$ cat src/rtl/rr_arb4x8.sv
// rr_arb4x8: round-robin 4-channel byte arbiter into a one-entry valid/ready output slot; ports CLK RESETN V READY S D O O_VALID O_READY, plus LOCK when RR_ARB4X8_LOCK_EN is defined
module rr_arb4x8 #(
  parameter int WIDTH = 8
) (
  input  logic             CLK,
  input  logic             RESETN,
  input  logic [3:0]       V,
  output logic [3:0]       READY,
  output logic [1:0]       S,
  input  logic [WIDTH-1:0] D,
  output logic [WIDTH-1:0] O,
  output logic             O_VALID,
`ifdef RR_ARB4X8_LOCK_EN
  input  logic [3:0]       LOCK,
`endif
  input  logic             O_READY
);
  typedef enum logic {EMPTY, FULL} state_t;
  state_t state, state_nxt;
  logic [1:0] last, pick;
  logic hit, lock_hit, free, grant;
  assign O_VALID = state == FULL;
  assign free = !O_VALID || O_READY;
  always_comb begin
    pick = last;
    hit = 1'b0;
    for (int i = 4; i >= 1; i--) begin
      if (V[last + 2'(i)]) begin
        pick = last + 2'(i);
        hit = 1'b1;
      end
    end
`ifdef RR_ARB4X8_LOCK_EN
    lock_hit = V[last] && LOCK[last];
`else
    lock_hit = 1'b0;
`endif
    pick = lock_hit ? last : pick;
    grant = RESETN && free && hit;
    S = grant ? pick : last;
    READY = grant ? 4'b0001 << pick : 4'b0000;
    state_nxt = free ? (hit ? FULL : EMPTY) : state;
  end
  always_ff @(posedge CLK) begin
    if (!RESETN) begin
      state <= EMPTY;
      O <= '0;
      last <= 2'd3;
    end else begin
      state <= state_nxt;
      if (grant) begin
        O <= D;
        last <= pick;
      end
    end
  end
endmodule

$ cat config.mk
export PLATFORM = sky130hd
export DESIGN_NAME = rr_arb4x8
export DESIGN_NICKNAME = d
export VERILOG_FILES = /design/src/rtl/rr_arb4x8.sv
export SDC_FILE = /design/constraint.sdc
export NUM_CORES = 1
export LEC_CHECK = 0
export ABC_AREA = 1
export BUFFER_PORTS_ARGS = -buffer_cell sky130_fd_sc_hd__clkbuf_2
export CAP_MARGIN = 20
export CORE_AREA = 2 2 42 44
export CTS_BUF_LIST = sky130_fd_sc_hd__clkbuf_8
export CTS_CLUSTER_DIAMETER = 200
export CTS_CLUSTER_SIZE = 10
export DETAILED_ROUTE_END_ITERATION = 8
export DIE_AREA = 0 0 44 46
export PLACE_DENSITY = 0.75
export SLEW_MARGIN = 0
export SYNTH_ARGS = -nofsm -noshare
export SYNTH_HDL_FRONTEND = slang
export SYNTH_SLANG_ARGS = --single-unit
$ cat constraint.sdc
create_clock -name CLK -period 1.35 [get_ports CLK]
set_input_delay 0.2025 -clock CLK [delete_from_list [all_inputs] [get_ports CLK]]
set_output_delay 0.2025 -clock CLK [all_outputs]
set_load 0.02 [all_outputs]
* Yosys cells after proc, flatten, opt, wreduce, memory -nomap -nowiden
Cells that the tools add are included.
** Storage, ports and cells
- Bits in registers :: 11
- Logic and storage cells :: 33
- Output and inout bits :: 15
- Input bits :: 15
** Operators by class
- Reduce and logical (&&, ||, !) cells :: 4
- Shift-type cells :: 1
- Multiplexer cells :: 18
- Add/subtract/negate cells :: 3
- $lt $le $gt $ge :: 4
** Operators with widths (number)
- $lt 2x3->1 const B :: 4
- $mux 1 :: 9
- $bmux 1 s2 :: 4
- $mux 2 :: 4
- $add 2x2->2 const B :: 2
- $mux 4 :: 1
- $shl 1x2->4 const A :: 1
- $add 2x1->2 const B :: 1
- $logic_and 1x1->1 :: 2
- $logic_not 1->1 :: 1
- $logic_or 1x1->1 :: 1

* Logic depth before layout (Yosys ltp)
- Depth in word-level cells :: 8
- Mapped depth :: 11
- Mapped depth without buffers :: 10

* Worst setup path after synthesis
Ideal clock, no wire load.
- Path type :: reg-to-output
- Start point :: register last[0]
- End point :: output port READY[0]
- Path buffers :: 1
- Arrival time :: 1.309 ns
- Stages on the path, launching flop included :: 10
- Required time :: 1.148 ns
- Path slack :: -0.162 ns
- Path through :: dfxtp_1 > buf_6 > inv_4 > nand3_1 > nand2_2 > nor2_2 > nand2_2 > nand2_2 > nand2_4 > a21oi_1
** On the way
- Word-level cells in the longest chain between the ends :: 8
- Elaborated cells on any way between the ends :: 21
- Those cells by class :: 3 x add/sub; 1 x shift; 16 x mux; 1 x reduce/logical
** RTL lines
- from (decl) :: RTL line 20 : logic [1:0] last, pick;
- from (signal assigned) :: RTL line 53 : last <= pick;
- $add 2x2->2 or $bmux 1 s2 (tied branches) :: RTL line 28, 29
- $bmux 1 s2 or $mux 1 (tied branches) :: RTL line 28 : if (V[last + 2'(i)]) begin
- $mux 1 (implied by the code) :: RTL line 28
- $mux 2 or $mux 1 (tied branches) (3 in series) :: RTL line 28
- $shl 1x2->4 or $logic_and 1x1->1 (tied branches) :: RTL line 41, 39
- $mux 4 (*) :: RTL line 41 : READY = grant ? 4'b0001 << pick : 4'b0000;
- to (decl) :: RTL line 8 : output logic [3:0] READY,
Every way passes the cells marked *; elsewhere a longest branch is shown, timed or not. The select of a mux whose other input is x is not followed.

* Worst setup path in the final report
- Start point :: register last[0]
- End point :: output port READY[1]
The elaborated chain is that of the path after synthesis.

==> results by group <==
STA
  • Slew headroom: 83.2%
  • Clk_skew: 0.000625 ns
  • Hold Slack: 0.154 ns
  • Fin crit period: 1.82 ns
  • Worst setup margin: -0.471 ns
  • Final hold viol count: 0
  • Crit share post-route: 135%
  • Max-slew violations: 0
  • Worst slew pin tran: 0.251 ns
  • Finish-stage setup viols: 8
  • Max frequency: 549 MHz
  • RSZ-0062 raised after global routing: true

Placed design
  • Dpl hpwl: 1370 um
  • Routability Congestion: 0.881
  • Buffers on Ports: 29
  • Inst Count DP: 158

Cells and area
  • Layout Nets: 164
  • FF/Latch Area: 228 um^2
  • Commonest non-fill, non-tap cell in the layout: nand2_1
  • Leading cell types in the layout, fill and taps excluded: 27 x nand2_1, 23 x clkbuf_2, 19 x nand2_2
  • Multi-input gate area: 520 um^2
  • Area growth syn-to-layout: 70.9%
  • Filler Cells Inserted: 133
  • Antenna fix cells: 0
  • Non-Filler Instances: 165
  • Layout cells sized above 1: 60.8%

Status
  • Status: complete, but fails checks
  • Failing checks: setup timing

CTS
  • Htree depth: 1
  • Clk Latency, worst-skew pair: 0.24 ns
  • CTS tree: built
  • Max Root-Sink Buffers: 2
  • CTS buffer count: 3
  • CTS Hold Buffers Added: 0
  • CTS Root Cell: clkbuf_8
  • Sink Count: 11
  • Clock transition at path regs: 0.05 ns

Floorplan
  • CORE AREA: 1610 um^2
  • Die footprint: 2020 um^2
  • Rows: 15
  • Ports: 30
  • Die X: 44 um
  • Initial Utilization: 42.3%
  • DIE HEIGHT: 46 um

Detailed routing
  • DR pass1 iterations: 4
  • Vias per cell: 4.84
  • ANT nets after route: 0
  • Post-Route WL: 1800 um
  • Drt drc: 0
  • DRT iter0 DRCs: 7
  • Via count: 798
  • DR WL/cell: 10.9 um

Global routing
  • Grt ovf: 0
  • Largest net degree at the start of global routing: 12
  • Vias in the first global route: 733
  • First-pass GRT wire length: 2950 um
  • Antenna violations before repair: 0
  • Global Route Usage Sum: 19.9%

Logic synthesis
  • Avg Cell Area, Syn: 6.63 um^2
  • Syn_nets: 118
  • Post-synthesis register bit count: 11
  • Yosys warning count: 0
  • Syn Inst Count: 103
  • Mapped cell area: 683 um^2
  • Sequential share of the synthesized area: 32.2%
  • Synth cell types: 19

Worst setup path
  • CP Data Required Time: 1.15 ns
  • CP arrival: 1.62 ns
  • Crit path kind: register to primary output
  • Startpoint Class: register
  • Reg-to-reg startpoint: last[0]$_SDFF_PN1_
  • CP Launch Point: last[0]$_SDFF_PN1_
  • CP max FO: 6
  • Worst setup EP type: primary output

Power
  • Sequential share of power: 28.5%
  • Pint: 0.833 mW
  • Power per standard cell area: 1160 nW/um^2
  • Cell leakage power: 0.600 nW
  • NetSw: 0.523 mW
  • Clock Power Share: 23.9%
  • Net Sw Frac: 38.6%
  • Max VDD drop: 0.661 mV
  • Comb pwr share: 47.7%

Hold path
  • Min-delay worst type: input port to register
  • Hold Startpoint: D[5]

Flow run
  • Max_cap viols: 0
[critical path, stage by stage, from the launching register on]
cell     delay (ns)
dfxtp_4        0.37
buf_6          0.13
nor2_4         0.07
nand2_2        0.06
nand2_2        0.09
nor2_2         0.04
nand2_2        0.09
nand2_2        0.08
nand2_4        0.13
nand2_4        0.08
nor2_4         0.12
buf_8          0.11
[path summary, 6_finish.rpt]
kind / slack (ns) / cells past startpoint / to
setup / recovery: -0.47 / 11 / READY[1]
hold / removal: 0.15 / 3 / O[5]$_SDFFE_PN0P_
setup reg to reg: -0.22 / 11 / last[1]$_SDFF_PN1_
hold reg to reg: 0.46 / 2 / O[0]$_SDFFE_PN0P_
[through the flow]
stage / TNS, ns / instance area (um^2) / total power, mW / utilization, % / setup slack (ns)
finish: -2.98 / 1170 / 1.36 / 72.3 / -0.471
global route: -3.65 / 1170 / 1.44 / 72.3 / -0.560
CTS: -2.84 / 1080 / 1.28 / 66.9 / -0.458
detailed placement: -2.65 / 968 / 0.900 / 60.0 / -0.389
global placement: -2.21 / 968 / 0.885 / 60.0 / -0.351
floorplan: -0.299 / 732 / 0.748 / - / -0.0603
[metal layers]
layer / track usage, % / part of all wire [%] / vias up
met3: 3.97 / 5.5 / 5
met5: 0 / 0 / -
met1: 21.2 / 38 / 351
li1: - / - / 414
met2: 35.0 / 54 / 28
met4: 13.9 / 2.7 / 0
[what timing repair did]
item	CTS	global route
pin swaps	0	18
endpoints found under the setup margin	8	8
resized for setup	14	30
setup buffers	1	2
[cell usage after synthesis, drive strengths merged]
cell,n,share of area (%)
buf,2,2.4
nand2,50,34
o21a,1,1.1
o21ai,1,2.4
dfxtp,11,32
nor3b,1,1.8
nor2,7,4.2
inv,7,4.2
a21oi,3,2.2
nand3,18,15
clkbuf,1,0.55
clkinv,1,0.55
[logic make-up (layout without fill, tap and decap cells)]
family / count (synthesis) / in the layout / synth area share, %
and+or+nand+nor: 76 / 76 / 54.4
DFF: 11 / 11 / 32.2
buffers and inverters: 11 / 56 / 7.69
AOI/OAI and AO/OA: 5 / 5 / 5.68
[power by group through the flow]
stage	registers, mW	logic (mW)	clock network [mW]
after floorplan	0.408	0.340	0
after global placement	0.388	0.496	0
after detailed placement	0.391	0.509	0
after CTS	0.386	0.560	0.331
after global routing	0.390	0.702	0.344
final	0.386	0.647	0.324
[final cells by class]
class,count,share of cell area [%]
inverters,8,3.32
clock inverters,1,0.322
well taps,17,1.82
repair buffers,44,26.9
flip-flops and latches,11,19.5
multi-input cells,81,44.6
clock buffers,3,3.54
[flip-flops by register name, summed over array words and instances (netlist names)]
register and cells:
last 2, O_VALID 1, O 8
No activity file was read; power rests on OpenSTA's default activity.
